### src/rtl/led_pkg.sv
// Shared types and defaults for the LED bank arbiter.
package led_pkg;

  typedef enum logic {IDLE, SHOW} led_state_t;

  localparam int NUM_REQ_DEF  = 4;
  localparam int NUM_LEDS_DEF = 8;
  localparam int DWELL_DEF    = 1000000;
  localparam int PWM_BITS_DEF = 4;

  // Index width that never collapses to zero bits for tiny ranges.
  function automatic int idx_w(input int n);
    return (n < 2) ? 1 : $clog2(n);
  endfunction

endpackage

### src/rtl/led_rr_pick.sv
// Combinational round-robin picker: first requester from last+1 upward,
// wrapping, with the previous owner itself considered last.
module led_rr_pick
  import led_pkg::*;
#(
  parameter int NUM_REQ = NUM_REQ_DEF,
  localparam int IDX_W  = idx_w(NUM_REQ)
) (
  input  logic [NUM_REQ-1:0] req_i,
  input  logic [IDX_W-1:0]   last_i,
  output logic               found_o,
  output logic [IDX_W-1:0]   idx_o,
  output logic [NUM_REQ-1:0] onehot_o
);

  logic [IDX_W-1:0] cand;
  logic             hit;

  // Scan candidates in priority order and keep the first one that is high.
  always_comb begin
    hit      = 1'b0;
    cand     = '0;
    idx_o    = '0;
    onehot_o = '0;
    for (int k = 1; k <= NUM_REQ; k++) begin
      cand = IDX_W'((int'(last_i) + k) % NUM_REQ);
      if (!hit && req_i[cand]) begin
        hit           = 1'b1;
        idx_o         = cand;
        onehot_o[cand] = 1'b1;
      end
    end
    found_o = hit;
  end

endmodule

### src/rtl/led_bank_arbiter.sv
// Round-robin owner of a shared LED bank with per-owner pattern and PWM
// brightness latched at grant time.
// Build option: define LED_ACTIVE_LOW_EN to invert the led output for
// boards that sink LED current (led idles all-ones).
module led_bank_arbiter
  import led_pkg::*;
#(
  parameter int NUM_REQ  = NUM_REQ_DEF,
  parameter int NUM_LEDS = NUM_LEDS_DEF,
  parameter int DWELL    = DWELL_DEF,
  parameter int PWM_BITS = PWM_BITS_DEF
) (
  input  logic                         clk,
  input  logic                         rst_n,
  input  logic [NUM_REQ-1:0]           req,
  input  logic [NUM_REQ*NUM_LEDS-1:0]  pattern,
  input  logic [NUM_REQ*PWM_BITS-1:0]  level,
  output logic [NUM_REQ-1:0]           grant,
  output logic                         busy,
  output logic [NUM_LEDS-1:0]          led
);

  localparam int IDX_W = idx_w(NUM_REQ);
  localparam int CNT_W = idx_w(DWELL);
  localparam logic [CNT_W-1:0] DWELL_LAST = CNT_W'(DWELL - 1);
  localparam logic [IDX_W-1:0] LAST_RST   = IDX_W'(NUM_REQ - 1);

  led_state_t          state_q, state_d;
  logic [NUM_REQ-1:0]  grant_q, grant_d;
  logic [IDX_W-1:0]    last_q, last_d;
  logic [NUM_LEDS-1:0] pat_q, pat_d;
  logic [PWM_BITS-1:0] lvl_q, lvl_d;
  logic [CNT_W-1:0]    dwell_q, dwell_d;
  logic [PWM_BITS-1:0] pwm_q;

  logic                pick_found;
  logic [IDX_W-1:0]    pick_idx;
  logic [NUM_REQ-1:0]  pick_oh;
  logic [NUM_LEDS-1:0] pat_sel;
  logic [PWM_BITS-1:0] lvl_sel;
  logic                rearb;
  logic                pwm_on;
  logic [NUM_LEDS-1:0] led_act;

  led_rr_pick #(.NUM_REQ(NUM_REQ)) u_pick (
    .req_i    (req),
    .last_i   (last_q),
    .found_o  (pick_found),
    .idx_o    (pick_idx),
    .onehot_o (pick_oh)
  );

  // Select the candidate's pattern and brightness slices for latching.
  always_comb begin
    pat_sel = '0;
    lvl_sel = '0;
    for (int i = 0; i < NUM_REQ; i++) begin
      if (pick_idx == IDX_W'(i)) begin
        pat_sel = pattern[i*NUM_LEDS +: NUM_LEDS];
        lvl_sel = level[i*PWM_BITS +: PWM_BITS];
      end
    end
  end

  // Next-state logic: IDLE arbitrates every cycle; SHOW re-arbitrates on
  // dwell expiry or owner release (both at once count as one pick).
  always_comb begin
    state_d = state_q;
    grant_d = grant_q;
    last_d  = last_q;
    pat_d   = pat_q;
    lvl_d   = lvl_q;
    dwell_d = dwell_q;
    rearb   = 1'b0;
    case (state_q)
      IDLE: rearb = 1'b1;
      SHOW: begin
        dwell_d = dwell_q + 1'b1;
        rearb   = (dwell_q == DWELL_LAST) || !(|(req & grant_q));
      end
      default: rearb = 1'b1;
    endcase
    if (rearb) begin
      dwell_d = '0;
      if (pick_found) begin
        state_d = SHOW;
        grant_d = pick_oh;
        last_d  = pick_idx;
        pat_d   = pat_sel;
        lvl_d   = lvl_sel;
      end else begin
        state_d = IDLE;
        grant_d = '0;
      end
    end
  end

  // State, latches and counters; reset clears everything asynchronously.
  always_ff @(posedge clk or negedge rst_n) begin
    if (!rst_n) begin
      state_q <= IDLE;
      grant_q <= '0;
      last_q  <= LAST_RST;
      pat_q   <= '0;
      lvl_q   <= '0;
      dwell_q <= '0;
      pwm_q   <= '0;
    end else begin
      state_q <= state_d;
      grant_q <= grant_d;
      last_q  <= last_d;
      pat_q   <= pat_d;
      lvl_q   <= lvl_d;
      dwell_q <= dwell_d;
      pwm_q   <= pwm_q + 1'b1;
    end
  end

  // Output decode from registers only; all-ones brightness is forced fully on.
  always_comb begin
    pwm_on  = (lvl_q == '1) || (pwm_q < lvl_q);
    led_act = busy ? (pat_q & {NUM_LEDS{pwm_on}}) : '0;
`ifdef LED_ACTIVE_LOW_EN
    led     = ~led_act;
`else
    led     = led_act;
`endif
  end

  assign grant = grant_q;
  assign busy  = |grant_q;

endmodule

### config.mk
export PLATFORM = sky130hd
export DESIGN_NAME = led_bank_arbiter
export DESIGN_NICKNAME = d
export VERILOG_FILES = /design/src/rtl/led_pkg.sv /design/src/rtl/led_rr_pick.sv /design/src/rtl/led_bank_arbiter.sv
export SDC_FILE = /design/constraint.sdc
export NUM_CORES = 1
export LEC_CHECK = 0
export BUFFER_PORTS_ARGS = -buffer_cell sky130_fd_sc_hd__buf_2
export CAP_MARGIN = 20
export CORE_MARGIN = 5
export CORE_UTILIZATION = 55
export DETAILED_ROUTE_END_ITERATION = 7
export PLACE_DENSITY_LB_ADDON = 0.05
export SYNTH_ARGS = -nofsm -noshare
export SYNTH_HDL_FRONTEND = slang
export SYNTH_SLANG_ARGS = --single-unit
### constraint.sdc
create_clock -name clk -period 3.6 [get_ports clk]
set_input_delay 0.72 -clock clk [delete_from_list [all_inputs] [get_ports clk]]
set_output_delay 0.72 -clock clk [all_outputs]
set_load 0.02 [all_outputs]
==> impl_metrics.tcl <==
set metrics [dict create \
    syn_area_um2 3160 \
    clk_pin_slew_ns 0.08 \
    drt_wl_total_um 7440 \
    finalCritPeriodShare_pct 87.9 \
    synth_edf_count 0 \
    grt_first_pass_wirelength_um 12400 \
    critical_path_arrival_ns 3.37 \
    h-tree-depth 2 \
    cts_inserted_buffers 5 \
    async_flop_share_pct 100 \
    crit_path_start_kind "register" \
    hpwlAfterDp_um 5550 \
    worst_slew_pin_slew_ns 0.815 \
    cts_tree "built" \
    finClkSkew_ns 0.00259 \
    die_h_um 85.8 \
    cp.required_ns 3.81 \
    syn_inst 350 \
    utilization_pct 66.1 \
    setup_viol 0 \
    ys_seq_area_share_pct 34.1 \
    root_buffer "clkbuf_8" \
    fin_nets 480 \
    status "completed" \
    maxCapViolCount 0 \
    grt_pass1_vias 2617 \
    num_rows 27 \
    power.leakage_nw 1.72 \
    crit_buf_inv 1 \
    grt_usage_pct 20.5 \
    rsz0062_at_grt "no" \
    vias 2749 \
    clock_sinks 43 \
    critPathSlowestCell "ha_1" \
    grt_antenna_before_repair 0 \
    synthTopCellsByCount "41 x dfrtp_1, 39 x nor2_1, 22 x nand2_1, 22 x o21ai_0, 17 x a21oi_1" \
    ys.flop_type "dfrtp_1" \
    dieArea_um2 7360 \
    area_delta_synth_final_pct 15.9 \
    vias_per_cell 5.66 \
    io_pins 67 \
    hold_buffers 0 \
    numPortBuffers 66 \
    synth_nets 417 \
    synth_seq_cells 43 \
    grt_start_max_net_pins 44 \
    hp-class "in -> async" \
    post-route-min-period_ns 3.16 \
    max_freq_mhz 316 \
    finalSetupTns_ns 0 \
    worst_path_largest_cell_delay_ns 0.60 \
    p_total_mw 3.23 \
    hold_violations 0 \
    synth.distinct_cells 49 \
    worst_path_dominant_cell_family "multiplexers" \
    cts_resized 0 \
    fin_area_um2 3660 \
    drv_slew 0 \
    num_antenna_cells 0 \
    drtAntennaViolNets 0 \
    worstPathCellList "inv_1 -> ha_1 -> mux2i_1 -> a22oi_1 -> nor3_2 -> nand3_1 -> o21ai_4 -> mux2_2 -> o21ai_0" \
    gp_congestion 0.810 \
    yosysMostFrequentCell "dfrtp_1" \
    cts_buffer_depth 2 \
    placed_cell_area_um2 3530 \
    core_um2 5540 \
    drc 0 \
    post_drt_wl_per_cell_um 15.3 \
    fp.dieW_um 85.8 \
    ys_top_cells_by_area "dfrtp_1 32%, ha_1 5.1%, mux2i_1 5.1%, mux2_2 4.6%, nor2_1 4.6%" \
    ys.warnings.count 0 \
    synth_top_cell_area_share_pct 32.5 \
    ir_drop_mv 0.721 \
    overflow 0 \
    yosys.area.top_type "dfrtp_1" \
    clk-insertion-delay-late_ns 0.29 \
    timing.slew.headroom_pct 45.7 \
    critical_path_class "reg -> reg" \
    cts_setup_buffers 0 \
    cp_max_fo 13 \
    final_layout_size_suffix_gt1_share_pct 27.3 \
    endpoint_kind "register" \
    first_iter_violations 137 \
    avgSynthCellArea_um2 9.03 \
    p_per_area_nw_per_um2 881 \
    drt_first_pass_iters 7 \
    start_util_pct 57.0 \
]
==> where the power goes <==
group | leakage [nW] | internal [mW] | switching (mW)
Combinational | 1.11 | 0.940 | 1.23
Sequential | 0.556 | 0.613 | 0.0676
Clock | 0.0581 | 0.207 | 0.169
Total | 1.72 | 1.76 | 1.47
==> registers in the layout, indices dropped and copies added (netlist names) <==
register and count:
lvl_q 4, last_q 2, pat_q 8, dwell_q 20, state_q 1, pwm_q 4
grant 4
==> final timing paths <==
kind	cells after the start	from	slack (ns)	end
worst max-delay path	9	last_q[1]	0.44	lvl_q[3]
worst min-delay path	1	rst_n	0.25	dwell_q[12]
worst max register to register	9	last_q[1]	0.44	lvl_q[3]
worst min register to register	1	pwm_q[0]	0.47	pwm_q[0]
max in group asynchronous	2	rst_n	2.85	last_q[1]
min in group clk	1	pwm_q[0]	0.47	pwm_q[0]
==> metrics by stage <==
step	std cells	setup slack [ns]	hold WS, ns
after floorplan	350	0.501	0.424
after global placement	477	0.554	0.461
after detailed placement	477	0.468	0.460
after CTS	485	0.455	0.473
after global routing	486	0.232	0.240
final	486	0.437	0.247
==> cell usage in the layout, fill, tap and decap left out, drive strengths merged, types with 2 or more instances in the layout <==
| cell type | synthesis | final |
|---|---|---|
| a21oi | 17 | 17 |
| a221oi | 6 | 6 |
| a22oi | 7 | 7 |
| and2 | 11 | 11 |
| and3 | 9 | 9 |
| buf | 15 | 78 |
| clkbuf | 7 | 5 |
| clkinv | 1 | 3 |
| dfrtp | 41 | 41 |
| dfstp | 2 | 2 |
| ha | 13 | 13 |
| inv | 13 | 13 |
| mux2 | 13 | 13 |
| mux2i | 16 | 16 |
| mux4 | 2 | 2 |
| nand2 | 22 | 22 |
| nand2b | 2 | 2 |
| nand3 | 10 | 10 |
| nand4 | 4 | 4 |
| nor2 | 39 | 39 |
| nor2b | 4 | 4 |
| nor3 | 5 | 5 |
| o21a | 2 | 2 |
| o21ai | 35 | 35 |
| o221ai | 15 | 15 |
| o22ai | 5 | 5 |
| xnor2 | 7 | 7 |
| xor2 | 14 | 14 |
==> routing by layer <==
layer	part of all wire [%]	vias to the layer above	GRT usage [%]	routed length, um
met5	0	-	0	0
met4	0.95	0	5.76	71
met3	4.8	6	2.88	356
met2	47	70	33.3	3530
met1	47	1284	28.5	3480
li1	-	1389	-	-
==> final cells by class <==
type	count	area, um2
multi-input cells	271	1900
fillers	469	1880
flip-flops and latches	43	1080
repair buffers	78	433
well taps	72	90.1
clock buffers	5	68.8
inverters	14	52.6
clock inverters	3	43.8
==> kinds of logic after synthesis <==
family	synth area share [%]
simple gates	16.9
buf+inv	5.86
compound gates	21.0
xor+xnor	5.82
fa+ha+maj	5.15
mux	11.1
flops	34.1
Power figures use the tool's default switching activity.
